==> src/rtl/sram_64x8.sv <==
// 64-word x 8-bit single-port synchronous RAM with a registered output.
// The output is zeroed on deselect and the whole array clears on async reset.
module sram_64x8 (
    input  logic       clk,
    input  logic       rst_n,
    input  logic       cs,
    input  logic       rwbar,
    input  logic [5:0] ramaddr,
    input  logic [7:0] ramin,
    output logic [7:0] ramout
);

    localparam int unsigned DEPTH = 64;

    logic [7:0] mem_q [DEPTH];
    logic [7:0] ramout_q;
    logic [7:0] ramout_d;
    logic       we;

    // Writes go straight through to the output; deselect forces it to zero.
    always_comb begin
        we       = cs & ~rwbar;
        ramout_d = '0;
        if (cs) begin
            if (rwbar) begin
                ramout_d = mem_q[ramaddr];
            end else begin
                ramout_d = ramin;
            end
        end
    end

    always_ff @(posedge clk or negedge rst_n) begin
        if (!rst_n) begin
            for (int unsigned i = 0; i < DEPTH; i++) begin
                mem_q[i] <= '0;
            end
            ramout_q <= '0;
        end else begin
            if (we) begin
                mem_q[ramaddr] <= ramin;
            end
            ramout_q <= ramout_d;
        end
    end

    assign ramout = ramout_q;

endmodule

==> config.mk <==
export PLATFORM = sky130hd
export DESIGN_NAME = sram_64x8
export DESIGN_NICKNAME = d
export VERILOG_FILES = /design/src/rtl/sram_64x8.sv
export SDC_FILE = /design/constraint.sdc
export NUM_CORES = 1
export LEC_CHECK = 0
export BUFFER_PORTS_ARGS = -buffer_cell sky130_fd_sc_hd__clkbuf_2
export CAP_MARGIN = 30
export CORE_MARGIN = 2
export CORE_UTILIZATION = 63
export DETAILED_ROUTE_END_ITERATION = 6
export GPL_TIMING_DRIVEN = 1
export PLACE_DENSITY = 0.91
export SLEW_MARGIN = 20
export SYNTH_ARGS = -nofsm -noshare
export SYNTH_HDL_FRONTEND = slang
export SYNTH_SLANG_ARGS = --single-unit
==> constraint.sdc <==
create_clock -name clk -period 1.8 [get_ports clk]
set_input_delay 0.09 -clock clk [delete_from_list [all_inputs] [get_ports clk]]
set_output_delay 0.09 -clock clk [all_outputs]
set_load 0.05 [all_outputs]
==> metrics.md <==
| Metric | Value |
|---|---|
| Status | complete, but fails checks |
| Failing checks | setup timing |
| Synth Flop Type | dfrtp_1 |
| Worst Path Arrival | 2.45 ns |
| Post-placement cell area | 27,090 sq um |
| Area Overhead vs Synth | 20.52% |
| Routed via count | 17,600 |
| First-pass GRT wire length | 116.9 mm |
| Mapped Nets | 1,749 |
| FF+latch count, synth | 520 |
| Vias in the first global route | 18,690 |
| Synth area leader | dfrtp_1 |
| Max Clock Skew | 0.02741 ns |
| Cells after synthesis | 1,731 |
| Max stage delay on crit path | 0.38 ns |
| Die width | 199.9 microns |
| IO Count | 26 |
| Synth Area per Inst | 13.97 sq um |
| Share of the synthesized area in the top cell type | 53.80% |
| RSZ-0062 raised after global routing | yes |
| Power Dens Cells | 969.1 nW/um^2 |
| H-tree depth | 2 |
| Slowest library cell on the worst path | dfrtp_1 |
| Share of post-route cells with drive strength above 1 | 51.59% |
| Antenna viol nets, final | 0 |
| Die area | 39,980 sq um |
| Final Total Pwr | 28.25 mW |
| Cell family with most CP delay | compound AO/OA/AOI/OAI gates |
| R2R cell count | 7 |
| Largest net degree at the start of global routing | 95 |
| Routed vias/inst | 7.041 |
| Clk buf depth | 3 |
| Asr flop ratio synth | 100.0% |
| Max-slew headroom | 38.99% |
| Post-Place Worst Slack | -0.7409 ns |
| Starting density of the core | 64.06% |
| Initial antenna violation count | 4 |
| Final setup violation count | 5 |
| CP startpoint kind | flop |
| Worst-Margin Slew | 0.9152 ns |
| Peak Freq | 508.0 MHz |
| Hold path depth | 4 |
| Total detailed-routing wirelength | 77.72 mm |
| Crit Path Class | reg2reg |
| Max-cap viol count | 0 |
| Most common cell in the netlist | mux2_2 |
| TritonCTS clock tree | built |
| Routed len/inst | 31.10 microns |
| Final GP Congestion | 0.9925 |
| Finished Cell Area | 29,150 sq um |
| GRT overflow | 0 |
| Min Tclk post-route | 1.968 ns |
| CTS Buf Count | 51 |
| Max VDD drop | 0.8413 mV |
| Die Ht | 199.9 microns |
| Clock Sinks | 520 |
| FILL cells | 1,931 |
| Synth top area cells | dfrtp_1 54%, mux2_2 25%, mux2i_1 2.7% |
| DP Wirelength | 48.93 mm |
| Kind of path behind the tightest hold check | in2reg |
| Post-synthesis cell area | 24,190 sq um |
| Hold Violations, Final | 0 |
| TritonRoute pass-1 iters | 6 |
| Total track usage | 39.99% |
| Clk_lat worst skew | 0.63 ns |
| Commonest cells post-synth | 536 x mux2_2, 520 x dfrtp_1, 72 x clkbuf_1 |
| Site Rows | 71 |
| Max Transition Viols Final | 0 |
| CP Depth | 7 |
| NumNets Final | 1,961 |
| Yosys Warn Count | 0 |
| Final worst setup slack | -0.1685 ns |
| Leak Pwr | 14.01 nW |
| CORE AREA | 37,760 sq um |
| Worst-path cell chain | mux2_4 -> a221oi_2 -> nor2_1 -> o21ai_1 -> buf_4 -> nor4b_4 -> a31oi_1 |
| DR iter-0 viols | 2,171 |
| Req. time, crit path | 2.29 ns |
| Clock root cell | clkbuf_16 |
| Netlist cell types | 61 |
| Finished Core Util | 77.21% |
| # DRC | 0 |
| EDFF count, synth | 0 |
| Post-synthesis sequential area ratio | 53.80% |
| Port-buffer cells | 25 |
| Period utilisation layout | 109.4% |
| Crit. End Element | flop |
| Crit path buf inv count | 1 |
| Clk slew on worst S/H paths | 0.07 ns |
| CP max FO | 2 |
[final timing paths]
kind	from	end	slack (ns)
max	mem_q[48]$_DFFE_PN0P_	ramout[0]$_DFF_PN0_	-0.17
min	rwbar	ramout[3]$_DFF_PN0_	0.07
max reg2reg	mem_q[48]$_DFFE_PN0P_	ramout[0]$_DFF_PN0_	-0.17
min reg2reg	mem_q[28]$_DFFE_PN0P_	mem_q[28]$_DFFE_PN0P_	0.49
max in group asynchronous	rst_n	mem_q[365]$_DFFE_PN0P_	1.00
min in group asynchronous	rst_n	mem_q[51]$_DFFE_PN0P_	0.19
[stage by stage]
| stage | setup TNS [ns] | hold WS (ns) | instances |
|---|---|---|---|
| 2_1_floorplan | 0 | -0.2056 | 1731 |
| 3_3_place_gp | -55.17 | 0.001610 | 2396 |
| 3_5_place_dp | -76.27 | 0.002909 | 2396 |
| 4_1_cts | -0.1707 | 0.03969 | 2496 |
| 5_1_grt | -0.4701 | 0.08009 | 2497 |
| 6_report | -0.3300 | 0.06755 | 2499 |
[what timing repair did]
| item | 4_1_cts | 5_1_grt |
|---|---|---|
| gates resized for setup | 17 | 18 |
| hold buffers | 4 | 0 |
| endpoints found under the setup margin | 6 | 8 |
| setup buffers | 1 | 0 |
| hold endpoints to repair | 528 | 0 |
| pin swaps | 9 | 7 |
[routing by layer]
layer | track usage [%] | share of wire, % | vias to the layer above
li1 | - | - | 6903
met1 | 49.08 | 35 | 8921
met2 | 61.69 | 46 | 1291
met3 | 12.28 | 11 | 479
met4 | 26.23 | 7.9 | 2
met5 | 0 | 0.017 | -
[power breakdown]
part	internal, mW	switching, mW
Combinational	1.59	1.87
Sequential	12.6	0.584
Clock	6.84	4.71
[cells in the final DEF, fill, tap and decap left out, types with 11 or more instances in the layout]
master | netlist | routed
mux2i_1 | 66 | 63
a21oi_1 | 18 | 17
mux2_2 | 536 | 535
o22ai_1 | 29 | 25
a221oi_1 | 66 | 58
mux4_2 | 23 | 23
buf_12 | 0 | 67
nand3_1 | 14 | 13
clkbuf_2 | 0 | 21
dfrtp_1 | 520 | 520
buf_4 | 11 | 206
mux2_1 | 26 | 26
a31oi_1 | 11 | 11
clkbuf_8 | 0 | 20
nand2_1 | 51 | 51
nor2_4 | 32 | 32
nor2_1 | 25 | 24
clkbuf_16 | 0 | 52
o21ai_0 | 22 | 17
a22oi_1 | 48 | 46
[flip-flops by register name, indices dropped and copies added, names as in the netlist]
| register | count |
|---|---|
| mem_q | 512 |
| ramout | 8 |
[layout make-up]
class,instances,area (sq um),share of cell area [%]
flip-flops and latches,520,13010,44.64
multi-input cells,1068,10620,36.43
repair buffers,298,3038,10.42
clock buffers,82,1614,5.537
well taps,511,639.4,2.193
clock inverters,13,205.2,0.7040
inverters,4,15.01,0.05151
diodes,3,7.507,0.02575
[worst reg2reg max path, stage by stage, from the launching register on]
cell	delay (ns)
dfrtp_1	0.38
mux2_4	0.28
a221oi_2	0.26
nor2_1	0.12
o21ai_1	0.17
buf_4	0.16
nor4b_4	0.33
a31oi_1	0.14
[kinds of logic after synthesis]
kind of cell	share of synthesized area, %
buffers and inverters	3.052
multiplexers	31.10
AND/OR/NAND/NOR	4.366
flip-flops	53.80
AO/OA/AOI/OAI	7.682
No activity file was read; power rests on OpenSTA's default activity.
